<file path="config.mk">
export PLATFORM = sky130hd
export DESIGN_NAME = adc16dv160_input_capture
export DESIGN_NICKNAME = d
export VERILOG_FILES = /design/src/rtl/adc16dv160_input_common.sv /design/src/rtl/adc16dv160_input_pack.sv /design/src/rtl/adc16dv160_input_capture.sv
export SDC_FILE = /design/constraint.sdc
export NUM_CORES = 1
export LEC_CHECK = 0
export BUFFER_PORTS_ARGS = -buffer_cell sky130_fd_sc_hd__buf_2
export CAP_MARGIN = 20
export CORE_MARGIN = 3
export CORE_UTILIZATION = 59
export DETAILED_ROUTE_END_ITERATION = 10
export HOLD_SLACK_MARGIN = 0.12
export PLACE_DENSITY = 0.81
export SYNTH_ARGS = -nofsm -noshare
export SYNTH_HDL_FRONTEND = slang
export SYNTH_SLANG_ARGS = --single-unit
export TNS_END_PERCENT = 100
</file>
<file path="constraint.sdc">
create_clock -name ACLK -period 2.95 [get_ports ACLK]
set_input_delay 0.1475 -clock ACLK [delete_from_list [all_inputs] [get_ports ACLK]]
set_output_delay 0.1475 -clock ACLK [all_outputs]
set_load 0.005 [all_outputs]
</file>
<file path="src/rtl/adc16dv160_input_common.sv">
// ---------------------------------------------------------------------------
// adc16dv160_input_common
// Shared definitions for the ADC16DV160 input capture path.
//   SAMPLE_W        : ADC sample width
//   DATA_W          : stream word width (two samples)
//   TEST_RAMP_INIT  : start value of the internal test ramp
//   capture_state_t : frame capture FSM states
// ---------------------------------------------------------------------------
package adc16dv160_input_common;

   localparam int unsigned SAMPLE_W = 16;
   localparam int unsigned DATA_W   = 32;

   localparam logic [SAMPLE_W-1:0] TEST_RAMP_INIT = 16'h0000;

   typedef enum logic [1:0] {
      CAP_IDLE,
      CAP_RUN,
      CAP_DRAIN
   } capture_state_t;

endpackage

</file>
<file path="src/rtl/adc16dv160_input_pack.sv">
// ---------------------------------------------------------------------------
// adc16dv160_input_pack
// Two-sample packer with internal test ramp.
//   ACLK, ARESETN : clock, asynchronous active-low reset
//   sample        : ADC sample
//   valid         : sample strobe
//   test          : 1 = ramp value replaces sample (sampled per strobe)
//   clear         : synchronous clear of ramp and half-word flag
//   word          : {second sample, first sample}, valid with word_valid
//   word_valid    : combinational; high on the strobe completing a word
// ---------------------------------------------------------------------------
module adc16dv160_input_pack #(
   parameter int unsigned SAMPLE_W = 16
) (
   input  logic                  ACLK,
   input  logic                  ARESETN,
   input  logic [SAMPLE_W-1:0]   sample,
   input  logic                  valid,
   input  logic                  test,
   input  logic                  clear,
   output logic [2*SAMPLE_W-1:0] word,
   output logic                  word_valid
);

   import adc16dv160_input_common::*;

   logic [SAMPLE_W-1:0] ramp;
   logic [SAMPLE_W-1:0] lo;
   logic [SAMPLE_W-1:0] cur;
   logic                half;

   always_comb begin
      cur = test ? ramp : sample;
   end

   // The second sample is presented straight through so the consumer can
   // register the word on the same edge that accepts the second strobe.
   assign word       = {cur, lo};
   assign word_valid = valid & half & ~clear;

   always_ff @(posedge ACLK or negedge ARESETN) begin
      if (!ARESETN) begin
         ramp <= TEST_RAMP_INIT;
         lo   <= '0;
         half <= 1'b0;
      end else if (clear) begin
         ramp <= TEST_RAMP_INIT;
         half <= 1'b0;
      end else if (valid) begin
         if (test) begin
            ramp <= ramp + SAMPLE_W'(1);
         end
         if (!half) begin
            lo <= cur;
         end
         half <= ~half;
      end
   end

endmodule

</file>
<file path="src/rtl/adc16dv160_input_capture.sv">
// ---------------------------------------------------------------------------
// adc16dv160_input_capture
// Frame capture stage: packs ADC samples (or a test ramp) into 32-bit words
// and emits frames of exactly dsize words on an AXI4-Stream master.
//   ACLK, ARESETN   : clock, asynchronous active-low reset
//   dsize           : frame length in words (0 = no frame)
//   cr_start        : single-cycle start pulse (ignored while busy)
//   cr_test         : 1 = internal ramp replaces adc_data
//   cr_rt           : 1 = restart a frame after each TLAST
//   adc_data/valid  : ADC sample and strobe
//   M_AXIS_*        : stream master, single-entry output register
//   busy            : high outside IDLE
//   overflow        : sticky, a completed word was dropped by backpressure
// ---------------------------------------------------------------------------
module adc16dv160_input_capture #(
   parameter int unsigned SAMPLE_W = 16,
   parameter int unsigned DATA_W   = 32
) (
   input  logic                ACLK,
   input  logic                ARESETN,
   input  logic [31:0]         dsize,
   input  logic                cr_start,
   input  logic                cr_test,
   input  logic                cr_rt,
   input  logic [SAMPLE_W-1:0] adc_data,
   input  logic                adc_valid,
   output logic [DATA_W-1:0]   M_AXIS_TDATA,
   output logic                M_AXIS_TVALID,
   input  logic                M_AXIS_TREADY,
   output logic                M_AXIS_TLAST,
   output logic                busy,
   output logic                overflow
);

   import adc16dv160_input_common::*;

   capture_state_t      state;
   logic [31:0]         frame_len;
   logic [31:0]         word_cnt;
   logic [DATA_W-1:0]   word;
   logic                word_valid;
   logic                pack_valid;
   logic                pack_clear;
   logic                accept;
   logic                last_word;

   // Samples only count while capturing; the packer is held cleared in
   // IDLE and DRAIN so every frame restarts from ramp 0 and an empty half.
   assign pack_valid = adc_valid & (state == CAP_RUN);
   assign pack_clear = (state != CAP_RUN);
   assign accept     = M_AXIS_TVALID & M_AXIS_TREADY;
   assign last_word  = (word_cnt == frame_len - 32'd1);
   assign busy       = (state != CAP_IDLE);

   adc16dv160_input_pack #(
      .SAMPLE_W (SAMPLE_W)
   ) u_pack (
      .ACLK       (ACLK),
      .ARESETN    (ARESETN),
      .sample     (adc_data),
      .valid      (pack_valid),
      .test       (cr_test),
      .clear      (pack_clear),
      .word       (word),
      .word_valid (word_valid)
   );

   always_ff @(posedge ACLK or negedge ARESETN) begin
      if (!ARESETN) begin
         state         <= CAP_IDLE;
         frame_len     <= '0;
         word_cnt      <= '0;
         M_AXIS_TDATA  <= '0;
         M_AXIS_TVALID <= 1'b0;
         M_AXIS_TLAST  <= 1'b0;
         overflow      <= 1'b0;
      end else begin
         case (state)
            CAP_IDLE: begin
               if (cr_start && (dsize != '0)) begin
                  state     <= CAP_RUN;
                  frame_len <= dsize;
                  word_cnt  <= '0;
                  overflow  <= 1'b0;
               end
            end

            CAP_RUN: begin
               if (word_valid) begin
                  // Register still occupied and not leaving this cycle:
                  // drop the word without advancing the count.
                  if (M_AXIS_TVALID && !M_AXIS_TREADY) begin
                     overflow <= 1'b1;
                  end else begin
                     M_AXIS_TDATA  <= word;
                     M_AXIS_TVALID <= 1'b1;
                     M_AXIS_TLAST  <= last_word;
                     word_cnt      <= word_cnt + 32'd1;
                     if (last_word) begin
                        state <= CAP_DRAIN;
                     end
                  end
               end else if (accept) begin
                  M_AXIS_TVALID <= 1'b0;
                  M_AXIS_TLAST  <= 1'b0;
               end
            end

            CAP_DRAIN: begin
               if (accept && M_AXIS_TLAST) begin
                  M_AXIS_TVALID <= 1'b0;
                  M_AXIS_TLAST  <= 1'b0;
                  if (cr_rt && (dsize != '0)) begin
                     state     <= CAP_RUN;
                     frame_len <= dsize;
                     word_cnt  <= '0;
                  end else begin
                     state <= CAP_IDLE;
                  end
               end
            end

            default: state <= CAP_IDLE;
         endcase
      end
   end

endmodule

</file>
Word level (Yosys, flattened, before mapping)

Cells that the tools add are included.

Memories: 0
Bits in registers: 134
Input bits: 55
Memory bits (writable): 0
ROM bits: 0
Output and inout bits: 36
Word-level logic and storage cells: 90
Bits in latches: 0

Shift-type cells: 0
Equal/unequal tests: 13
Div/mod/pow operators: 0
Bitwise operators: 7
Muxes and demuxes: 35
$lt $le $gt $ge: 0
Multiply operators: 0
Add/sub/neg operators: 3
Reductions and logical operators: 22

Operators with widths:

| kind                                                                    | number |
|---|---|
| 32-bit two-way mux                                                      | 8 |
| 32-bit case mux with 3 select lines                                     | 1 |
| 16-bit two-way mux                                                      | 4 |
| 32-bit case mux with 2 select lines                                     | 1 |
| 32-bit by 1-bit adder with 32-bit output, second input constant         | 1 |
| 32-bit == test                                                          | 1 |
| 32-bit nonzero test                                                     | 1 |
| 32-bit by 1-bit subtractor with 32-bit output, second input constant    | 1 |
| 16-bit by 1-bit adder with 16-bit output, second input constant         | 1 |
| 1-bit two-way mux                                                       | 12 |
| 4-bit AND reduction                                                     | 3 |
| 2-bit nonzero test                                                      | 6 |
| 2-bit two-way mux                                                       | 5 |
| 2-bit inequality test, second input constant                            | 5 |
| 2-bit by 1-bit inequality test with 1-bit output, second input constant | 3 |
| 1-bit case mux with 2 select lines                                      | 3 |
| 2-bit case mux with 3 select lines                                      | 1 |
| 3-bit AND reduction                                                     | 2 |
| 6-bit AND reduction                                                     | 1 |
| 5-bit AND reduction                                                     | 1 |
| 1-bit bitwise AND                                                       | 4 |
| 1-bit logical AND                                                       | 4 |
| 3-bit by 2-bit inequality test with 1-bit output, second input constant | 1 |
| 3-bit inequality test, second input constant                            | 1 |
| other kinds (7)                                                         | 9 |

Depth between registers and ports, before layout

Depth in word-level cells: 6
Depth in mapped cells: 12
Depth with buffers taken out: 10

Cells and area by module

From an unflattened synthesis, not the netlist that was laid out.

Cell total of the unflattened synthesis: 693
Area, all modules: 7,229.4 um^2

By module, submodules not included:

| module                   | seq. area each (um^2) | area an instance (um^2) | cells each | instances |
|---|---|---|---|---|
| adc16dv160_input_capture | 2,527.4               | 5,572.8                 | 552        | 1 |
| adc16dv160_input_pack    | 825.8                 | 1,656.6                 | 141        | 1 |

Least setup slack after synthesis

OpenSTA, ideal clock, no wires.

Path type: register to register
Start: register frame_len[15]
End: register state[0]
Data arrival time: 2,536 ps
Slack: 279 ps
Stages on the path, launching flop included: 9
Period minus slack after synthesis: 2,671 ps
Path through: dfrtp_1 > nor4_2 > nand2_1 > or4_1 > xnor2_1 > or4_1 > nor2_2 > a21o_2 > o211ai_1

Longest elaborated chain between the ends: 4

RTL lines:

| item                                          | line                            | RTL |
|---|---|---|
| start: declaration                            | adc16dv160_input_capture.sv:38  | `logic [31:0] frame_len;` |
| start signal: assignment                      | adc16dv160_input_capture.sv:82  | `frame_len <= dsize;` |
| start signal: assignment                      | adc16dv160_input_capture.sv:115 | `frame_len <= dsize;` |
| 32-bit by 1-bit subtractor with 32-bit output | adc16dv160_input_capture.sv:52  | `assign last_word = (word_cnt == frame_len - 32'd1);` |
| 32-bit == test                                | adc16dv160_input_capture.sv:52  |  |
| 2-bit inequality test (no line)               | -                               |  |
| 5-bit AND reduction (no line)                 | -                               |  |
| end signal: assignment                        | adc16dv160_input_capture.sv:70  | `state <= CAP_IDLE;` |
| end signal: assignment                        | adc16dv160_input_capture.sv:81  | `state <= CAP_RUN;` |
| end signal: assignment                        | adc16dv160_input_capture.sv:100 | `state <= CAP_DRAIN;` |
| end: declaration                              | adc16dv160_input_capture.sv:37  | `capture_state_t state;` |

Every way passes these cells.
A chain may end at the register's enable or synchronous reset.

Worst setup path after layout

Start: register frame_len[16]
End: register state[0]

The elaborated chain is that of the path after synthesis.

==> impl_metrics.json <==
{
  "synth.most_common_cell": "dfrtp_1",
  "synth_edf_count": 0,
  "core_area_mm2": 0.01171,
  "wl_um": 20110,
  "final_util_pct": 78.39,
  "grt_max_degree": 82,
  "rsz0062_at_grt": "yes",
  "drtIter0Drc": 555,
  "cp.arrival_ps": 3090,
  "placed_cells": 955,
  "run_status": "completed",
  "rows": 39,
  "pin_count": 91,
  "seq_area_frac_synth_pct": 46.10,
  "ant_nets": 0,
  "irDropWorstVdd_uv": 730.8,
  "timing.final.crit_share_pct": 95.19,
  "final_hold_viol_count": 0,
  "endpoint_kind": "flip-flop",
  "grt_usage_pct": 30.48,
  "fmax_mhz": 356.1,
  "timing.hold.ws_ps": 139.8,
  "synthTopCellsByArea": "dfrtp_1, mux2_2, xnor2_1, o21ai_0, nor2_1",
  "post-route-min-period_ps": 2808,
  "fin_cells": 1041,
  "antenna_cells": 0,
  "synth_area_leader_cell": "dfrtp_1",
  "cts.clk_slew.worst_paths_ps": 60,
  "avgViaCountPerCell": 6.163,
  "synthTopCellsByCount": "dfrtp_1, nor2_1, nand2_1",
  "stdcell_area_mm2": 0.009180,
  "vias": 6416,
  "p_leak_nw": 3.957,
  "grt_first_pass_wirelength_um": 32320,
  "grt_antenna_before_repair": 0,
  "gp_congestion": 0.9646,
  "synth_cells": 733,
  "maxSlewViolCount": 0,
  "rrSetupSlack_ps": 140,
  "syn_nets": 795,
  "htree_levels": 4,
  "critPathKind": "reg -> reg",
  "cts_tree": "built",
  "synth_seq_cells": 134,
  "syn_avg_cell_area_um2": 9.923,
  "fin_skew_ps": 10.56,
  "max-cap-violations": 0,
  "synthFlopType": "dfrtp_1",
  "io_buffers": 90,
  "regArea_mm2": 0.003354,
  "dp_hpwl_um": 13290,
  "start_util_pct": 62.10,
  "hold_class": "in -> reg",
  "cp-start-kind": "flip-flop",
  "die_h_um": 117.0,
  "firstDrtPassIters": 5,
  "route.detailed.drc": 0,
  "tightest_slew_ps": 546.6,
  "die_w_um": 117.0,
  "synthesis.area_mm2": 0.007273,
  "multi_input_area_mm2": 0.003761,
  "placed_area_mm2": 0.007964,
  "ys_async_sr_fraction_pct": 100.0,
  "clockBufferDepth": 2,
  "place_ws_ps": 104.8,
  "synth_cell_types": 69,
  "final_nets": 947,
  "setup_viol": 0,
  "cts_sinks": 134,
  "die_area_mm2": 0.01370,
  "wl_per_cell_um": 19.32,
  "p_per_area_mw_per_mm2": 876.8,
  "final.setup.worst_slack_ps": 141.8,
  "slew_headroom_pct": 63.10,
  "path_max_fanout": 9,
  "cts_inserted_buffers": 17,
  "crit_required_ps": 3230,
  "synth.top_cell.area_share_pct": 46.10,
  "area_growth_pct": 26.22,
  "drive_gt1_share_pct": 24.61,
  "grt-ovfl-total": 0,
  "clock_latency_ps": 420,
  "yosysWarnings": 0,
  "num-fill-cells": 760,
  "grt_pass1_vias": 6399,
  "cts-root-buf": "clkbuf_16"
}
==> kinds of logic (layout without fill, tap and decap cells) <==
| kind of cell | after synthesis | after routing | synth area share (%) |
|---|---|---|---|
| XOR/XNOR | 65 | 65 | 7.827 |
| adder cells (fa/ha/maj) | 7 | 7 | 1.204 |
| multiplexers | 68 | 68 | 10.20 |
| AND/OR/NAND/NOR | 275 | 275 | 20.66 |
| flip-flops | 134 | 134 | 46.10 |
| AO/OA/AOI/OAI | 130 | 130 | 11.10 |
| buffers and inverters | 54 | 219 | 2.907 |
==> state kept, by name (all words and copies together) (netlist names) <==
name / count
M_AXIS_TDATA: 32
frame_len: 32
word_cnt: 32
u_pack.lo: 16
u_pack.ramp: 16
state: 2
M_AXIS_TLAST: 1
M_AXIS_TVALID: 1
overflow: 1
u_pack.half: 1
==> final timing paths <==
path,start,to,cells past startpoint
max in group asynchronous,ARESETN,u_pack.ramp[15],4
max reg2reg,frame_len[16],state[0],8
min in group asynchronous,ARESETN,frame_len[22],2
min,M_AXIS_TREADY,M_AXIS_TLAST,4
min reg2reg,u_pack.lo[12],u_pack.lo[12],2
max,frame_len[16],state[0],8
==> final cells by class <==
cell class	count	share of cell area [%]
clock buffer	20	4.866
tap	143	1.949
timing repair buffer	166	12.89
multi-input combinational	545	40.97
clock inverter	12	1.922
sequential	134	36.54
inverter	21	0.8587
==> critical path, stage by stage, from the launching register on <==
cell,delay (ps)
dfrtp_2,460
or4_4,550
nor2_4,160
a21oi_1,120
or4_1,480
or4_1,520
nor2_2,160
a21o_2,150
o211ai_1,70
==> placed cells by master (no fill, tap or decap), drive strengths merged, types with 4 or more instances in the layout <==
master,synthesis,final
dlygate4sd3,0,51
ha,7,7
and3,4,4
or4,10,10
nor4,26,26
or3,19,19
dfrtp,134,134
mux2,49,49
xor2,16,16
and4,4,4
mux2i,19,19
nand4,23,23
o21ai,46,46
nor2,57,57
buf,8,115
nand2,55,55
nor3,15,15
a22o,5,5
xnor2,49,49
a21oi,38,38
nor2b,5,5
nor3b,4,4
or2,4,4
and2,14,14
a21boi,6,6
clkinv,0,5
bufinv,0,4
o211ai,4,4
inv,21,22
clkbuf,25,20
nand3,24,24
==> routing by layer <==
layer  share of wire (%)  global-route usage, %
met3                 5.4                  6.272
met5                   0                      0
met2                  50                  50.66
met4                 3.0                  11.24
met1                  42                  39.66
==> power breakdown <==
part	switching [mW]	internal, mW	leakage [nW]
Clock	0.818	1.44	0.300
Sequential	0.624	2.39	1.73
Combinational	1.47	1.31	1.93
Total	2.91	5.14	3.96
==> stage by stage <==
stage | setup TNS (ps) | total power [mW]
global route | -13.02 | 8.498
detailed placement | 0 | 5.631
finish | 0 | 8.049
floorplan | 0 | 4.652
global placement | 0 | 5.494
CTS | 0 | 7.953
==> what timing repair did <==
action / 4_1_cts / 5_1_grt
buffers inserted: 0 / 2
setup endpoints to repair: 0 / 9
gates resized for setup: 0 / 6
endpoints found under the hold margin: 141 / 0
hold buffers: 51 / 0
Note: power is estimated with default switching activity, not from simulation.
